===== src/rtl/mul_hilo_unit.sv =====
// rtl/mul_hilo_unit.sv - multicycle MULT/MULTU unit with HI/LO result registers
//
// Radix-2 shift-add multiplier. A launched multiply runs WIDTH iterations. The
// final iteration's 2*WIDTH product is written into HI/LO on the same edge that
// enters DONE. Signed operands are reduced to magnitudes up front. The sign is
// restored on that final write.
//
// Ports:
//   clk        rising-edge clock
//   rst_n      asynchronous active-low reset
//   start      launch a multiply (sampled only in IDLE)
//   is_signed  1 = MULT (two's complement), 0 = MULTU; sampled with start
//   op_a       multiplicand; sampled with start
//   op_b       multiplier; sampled with start
//   hi_we      MTHI write enable (IDLE only)
//   lo_we      MTLO write enable (IDLE only)
//   wdata      data for MTHI/MTLO
//   busy       high in RUN and DONE
//   done       one-cycle pulse; HI/LO hold the new product in this cycle
//   hi         HI register, product[2W-1:W]
//   lo         LO register, product[W-1:0]
module mul_hilo_unit #(
    parameter int WIDTH = 32
) (
    input  logic             clk,
    input  logic             rst_n,
    input  logic             start,
    input  logic             is_signed,
    input  logic [WIDTH-1:0] op_a,
    input  logic [WIDTH-1:0] op_b,
    input  logic             hi_we,
    input  logic             lo_we,
    input  logic [WIDTH-1:0] wdata,
    output logic             busy,
    output logic             done,
    output logic [WIDTH-1:0] hi,
    output logic [WIDTH-1:0] lo
);

    localparam int CW = $clog2(WIDTH + 1);

    typedef enum logic [1:0] {
        S_IDLE = 2'd0,
        S_RUN  = 2'd1,
        S_DONE = 2'd2
    } state_t;

    state_t           state;
    logic [WIDTH-1:0] mcand;
    logic [WIDTH-1:0] mplier;
    logic [WIDTH-1:0] accum;
    logic [CW-1:0]    count;
    logic             neg;

    // Magnitudes of the operands. The most negative value negates to itself,
    // which read as unsigned is exactly 2^(WIDTH-1), so no extra bit is needed.
    logic [WIDTH-1:0] abs_a;
    logic [WIDTH-1:0] abs_b;

    always_comb begin
        abs_a = (is_signed && op_a[WIDTH-1]) ? (~op_a + 1'b1) : op_a;
        abs_b = (is_signed && op_b[WIDTH-1]) ? (~op_b + 1'b1) : op_b;
    end

    // One shift-add iteration. The add is WIDTH+1 bits wide so the carry
    // shifts down into the top of the accumulator instead of being lost.
    logic [WIDTH:0]     step_sum;
    logic [WIDTH-1:0]   accum_nxt;
    logic [WIDTH-1:0]   mplier_nxt;
    logic [2*WIDTH-1:0] prod_mag;
    logic [2*WIDTH-1:0] prod_final;

    always_comb begin
        step_sum   = {1'b0, accum} + (mplier[0] ? {1'b0, mcand} : {(WIDTH+1){1'b0}});
        accum_nxt  = step_sum[WIDTH:1];
        mplier_nxt = {step_sum[0], mplier[WIDTH-1:1]};
        prod_mag   = {accum_nxt, mplier_nxt};
        prod_final = neg ? (~prod_mag + 1'b1) : prod_mag;
    end

    assign busy = (state != S_IDLE);

    always_ff @(posedge clk or negedge rst_n) begin
        if (!rst_n) begin
            state  <= S_IDLE;
            mcand  <= '0;
            mplier <= '0;
            accum  <= '0;
            count  <= '0;
            neg    <= 1'b0;
            done   <= 1'b0;
            hi     <= '0;
            lo     <= '0;
        end else begin
            done <= 1'b0;
            case (state)
                S_IDLE: begin
                    // Register moves land now. A multiply launched on the same
                    // edge overwrites them when it completes.
                    if (hi_we) hi <= wdata;
                    if (lo_we) lo <= wdata;
                    if (start) begin
                        mcand  <= abs_a;
                        mplier <= abs_b;
                        accum  <= '0;
                        neg    <= is_signed & (op_a[WIDTH-1] ^ op_b[WIDTH-1]);
                        count  <= CW'(WIDTH);
                        state  <= S_RUN;
                    end
                end
                S_RUN: begin
                    accum  <= accum_nxt;
                    mplier <= mplier_nxt;
                    count  <= count - 1'b1;
                    if (count == CW'(1)) begin
                        hi    <= prod_final[2*WIDTH-1:WIDTH];
                        lo    <= prod_final[WIDTH-1:0];
                        done  <= 1'b1;
                        state <= S_DONE;
                    end
                end
                S_DONE: begin
                    accum <= '0;
                    count <= '0;
                    state <= S_IDLE;
                end
                default: state <= S_IDLE;
            endcase
        end
    end

endmodule


===== config.mk =====
export PLATFORM = sky130hd
export DESIGN_NAME = mul_hilo_unit
export DESIGN_NICKNAME = d
export VERILOG_FILES = /design/src/rtl/mul_hilo_unit.sv
export SDC_FILE = /design/constraint.sdc
export NUM_CORES = 1
export LEC_CHECK = 0
export BUFFER_PORTS_ARGS = -buffer_cell sky130_fd_sc_hd__buf_2
export CORE_ASPECT_RATIO = 1.4
export CORE_MARGIN = 2
export CORE_UTILIZATION = 40
export CTS_CLUSTER_SIZE = 30
export DETAILED_ROUTE_END_ITERATION = 10
export SYNTH_ARGS = -nofsm -noshare
export SYNTH_HDL_FRONTEND = slang
export SYNTH_SLANG_ARGS = --single-unit

===== constraint.sdc =====
create_clock -name clk -period 5.7 [get_ports clk]
set_input_delay 0.57 -clock clk [delete_from_list [all_inputs] [get_ports clk]]
set_output_delay 0.57 -clock clk [all_outputs]
set_load 0.02 [all_outputs]

# Yosys cells after proc, flatten, opt, wreduce, memory -nomap -nowiden
# Index checks and enable logic that the tools add are counted.
# classes
n_addsub	5
eq_ne	7
muxes	21
bitwise	5
n_reduce_logical	12
# ops
operator	count
$mux 32	9
$pmux 32 s2	3
$pmux 32 s3	1
$add 32x1->32 const B	2
$add 64x1->64 const B	1
$mux 64	1
$not 32->32	2
$not 64->64	1
$add 32x32->33	1
$pmux 6 s3	1
$ne 2x2->1 const B	4
$reduce_and 2->1	4
$eq 6x1->1 const B	1
$mux 6	1
$reduce_and 3->1	2
$sub 6x1->6 const B	1
$mux 2	2
$pmux 2 s2	1
$reduce_bool 2->1	2
$reduce_bool 3->1	1
$eq 2x1->1 const B	1
$eq 2x2->1 const B	1
$logic_and 1x1->1	2
$logic_not 2->1	1
other kinds (3)	4
# word_totals
ff_bits	170
in_bits	102
out_inout_bits	66
word_cells	59

# Logic depth before layout (Yosys ltp)
# depth
ltp_word	7
ltp_mapped	15

# Worst setup path after synthesis
# Ideal clock, no wire load.
# synth_timing
path_type	register to register
from	register mplier[0]
to	register hi[28]
setup_time_ns	0.125
arrival_ns	4.079
setup_slack_ns	1.497
path_stages_with_launch	16
path_buffers	1
cell_sequence	dfrtp_1 > clkbuf_1 > and2_1 > ha_1 > fa_1 > a211o_1 > a21o_1 > o21a_1 > or3_2 > a221o_1 > nor4_4 > nand4_2 > or3_4 > o31ai_4 > xnor2_1 > o21ai_1
# synth_via
elab_chain_len	7
# synth_rtl
item	line	rtl
start, declared	50	logic [WIDTH-1:0] mplier;
start signal, assigned	104	mplier <= abs_b;
start signal, assigned	113	mplier <= mplier_nxt;
$mux 32 (*)	74	step_sum = {1'b0, accum} + (mplier[0] ? {1'b0, mcand} : {(WIDTH+1){1'b0}});
$add 32x32->33 (*)	74	
$not 64->64	78	prod_final = neg ? (~prod_mag + 1'b1) : prod_mag;
$add 64x1->64	78	
$mux 64 (*)	78	
$mux 32 (*)	115	if (count == CW'(1)) begin
$pmux 32 s2 (*)	96	case (state)
end signal, assigned	100	if (hi_we) hi <= wdata;
end signal, assigned	116	hi <= prod_final[2*WIDTH-1:WIDTH];
end, declared	36	output logic [WIDTH-1:0] hi,
# Mark *: on every way between the ends. The rest lies on a longest branch, timed or not. The select of a mux whose other input is x is not followed.
# A chain may end at the register's enable or synchronous reset.

# Worst setup path in the final report
# layout_timing
from	register mplier[0]
to	register hi[31]
# The elaborated chain is that of the path after synthesis.

==> results.cfg <==
[setup_path]
cp_max_fo = 33
worstSetupEndpointType = flip-flop
path_cells = and2_1 -> ha_1 -> fa_1 -> a211o_1 -> a21o_1 -> o21a_1 -> or2_2 -> o311ai_0 -> nand3_1 -> nand4b_1 -> or3_1 -> o31ai_1 -> or3_1 -> nand3_1
r2r_end = hi[31]$_DFFE_PN0P_
r2r_slack_ps = 830
critPathArrivalTime_ps = 5200
start_kind = flip-flop
crit_type = flip-flop to flip-flop
timing.rr.start = mplier[0]$_DFFE_PN0P_
required_ps = 6030
worst_r2r_path_depth = 14
cpPeakStageDelay_ps = 650
cp_slowest_cell = dfrtp_1

[clock_tree]
insertion_delay_ps = 450
holdBufCountCts = 0
h-tree-depth = 4
cts.path.max_buffers = 2
post_cts_buffers = 0
cts_tree = yes
cts_root_buffer = clkbuf_16
clkTransAtPathRegs_ps = 70
cts_buffers = 17
clock-sinks = 170
ctsResizeCount = 0

[power]
pwr-share-seq = 0.265
p_sw_frac = 0.5067
ir_worst_vdd_v = 0.0003032
switching_power_mw = 4.294
p_int_mw = 4.180
power_leakage_nw = 6.038
powerDensity_nw_per_um2 = 625.2
p_clk_frac = 0.141
p_comb_frac = 0.594

[timing]
clock.fmax_mhz = 205.2
tightest_slew_ps = 997.7
skew_ps = 11.39
rsz0062_at_grt = no
hold_viol_final = 0
setup_viol = 0
slew_headroom = 0.3342
setup_slack_ps = 826.9
fin_setup_tns_ps = 0
final.min_clock_period_ps = 4873
timing.final.crit_share = 0.8549
hold_ws_ps = 84.89
drv_slew = 0

[global_route]
grt_pass1_vias = 10466
grt_overflow = 0
grt_pass1_wl_microns = 57390
grt_max_degree = 75
antenna_found_initial = 0
track_usage = 0.2342

[floorplanning]
core_area_sq_um = 29170
die_area_sq_um = 31000
rows = 74
ioPinCount = 168
die_w_microns = 149.4
die_h_microns = 207.5
initial_core_util = 0.4058

[detailed_routing]
drtPass1Iterations = 5
drt_wl_total_microns = 36010
vias = 10875
drc = 0
drtIter0Drc = 641
wl_per_cell_microns = 18.55
vias_per_cell = 5.603
detail-route-antenna-nets = 0

[place]
place_ws_ps = 838.8
portBuffers = 167
gp_congestion = 0.9095
hpwlAfterDp_microns = 28030
placedCellCount = 1909

[synthesis]
syn_avg_cell_area_sq_um = 8.283
ys_ff_latch = 170
yosysSeqAreaShare = 0.3594
yosys-top-cells-count = dfrtp_1, nand2_1, a21oi_1
synth.area.top_cells = dfrtp_1, a21oi_1, o21ai_0, xor2_1, nand2_1
synthDistinctLibCells = 73
synth.largest_area_cell = dfrtp_1
syn_nets = 1573
synth_ff_type = dfrtp_1
netlist.area_leader.share = 0.3594
yosys_warnings = 0
syn_area_sq_um = 11840
async_flop_share = 1.000
yosysMostFrequentCell = dfrtp_1
synth_edf_count = 0
syn_inst = 1429

[finish]
regArea_sq_um = 4254
drive_gt1_frac = 0.1544
multi_input_area_sq_um = 7187
nets = 1692
area_growth_pct = 14.51
antenna_cells = 0
nFillCells = 2963
instances_no_fill = 1941

[outcome]
status = complete, no violations

[run]
maxCapViolCount = 0

[hold_path]
hold_path_class = primary input to async pin
## power by group through the flow
stage | registers [mW] | logic [mW] | clock network, mW
global route | 2.31 | 5.58 | 1.26
detailed placement | 2.26 | 5.04 | 0
finish | 2.24 | 5.04 | 1.20
CTS | 2.25 | 5.05 | 1.21
global placement | 2.25 | 4.97 | 0
floorplan | 2.36 | 3.38 | 0
## worst max-delay path, delay by kind of cell (launching register included)
| family | cells | cell delay [ps] |
|---|---|---|
| flops | 1 | 650 |
| compound gates | 5 | 1710 |
| simple gates | 7 | 1740 |
| fa+ha+maj | 2 | 650 |
## stage by stage
step / utilization / total power [mW] / instance area, sq um
global route: 0.4647 / 9.160 / 13550
floorplan: - / 5.741 / 11840
global placement: 0.4443 / 7.217 / 12960
CTS: 0.4647 / 8.510 / 13550
finish: 0.4647 / 8.474 / 13550
detailed placement: 0.4443 / 7.307 / 12960
## registers in the layout (all words and copies together), names as in the netlist
register	cells
accum	32
hi	32
lo	32
mplier	32
neg	1
done	1
count	6
mcand	32
state	2
## worst max-delay path by stage
stage / slack [ps] / end / from
global route: 460 / hi[31]$_DFFE_PN0P_ / mplier[0]$_DFFE_PN0P_
finish: 830 / hi[31]$_DFFE_PN0P_ / mplier[0]$_DFFE_PN0P_
detailed placement: 840 / hi[31]$_DFFE_PN0P_ / mplier[0]$_DFFE_PN0P_
global placement: 1080 / hi[28]$_DFFE_PN0P_ / mplier[0]$_DFFE_PN0P_
CTS: 820 / hi[31]$_DFFE_PN0P_ / mplier[0]$_DFFE_PN0P_
floorplan: 1500 / hi[28]$_DFFE_PN0P_ / mplier[0]$_DFFE_PN0P_
## cell families after synthesis
group / count (synthesis) / synth area share
flip-flops: 170 / 0.3594
AO/OA/AOI/OAI: 494 / 0.2563
buffers and inverters: 107 / 0.03763
XOR/XNOR: 140 / 0.1036
adder cells (fa/ha/maj): 42 / 0.04503
multiplexers: 10 / 0.008668
AND/OR/NAND/NOR: 466 / 0.1893
## layout make-up
cell class                 count  area share
timing repair buffer         180     0.06933
inverter                      27    0.007477
clock inverter                12     0.01034
multi-input combinational   1152      0.5302
sequential                   170      0.3139
clock buffer                  20     0.03369
tap                          380     0.03508
## layout by cell type, fill, tap and decap left out, types with 10 or more instances in the layout
cell type	n
dfrtp_1	170
buf_2	166
nand2_1	149
a21oi_1	146
o21ai_0	145
nor2_1	139
xor2_1	82
xnor2_1	58
a21o_1	43
ha_1	40
and2_1	38
a211oi_1	37
o31ai_1	28
inv_1	25
a22o_1	21
nand3_1	19
nor3_1	18
or3_1	18
clkbuf_16	17
buf_4	13
nand2b_1	11
a31oi_1	11
o41ai_1	11
o211ai_1	10
and3_1	10
## per-layer routing
metal / global-route usage / share of wire / vias to the layer above
met1: 0.3032 / 0.43 / 5168
met4: 0.09491 / 0.035 / 0
met3: 0.03077 / 0.046 / 53
met5: 0 / 0 / -
li1: - / - / 5349
met2: 0.3928 / 0.49 / 305
(Power assumes the default switching activity.)
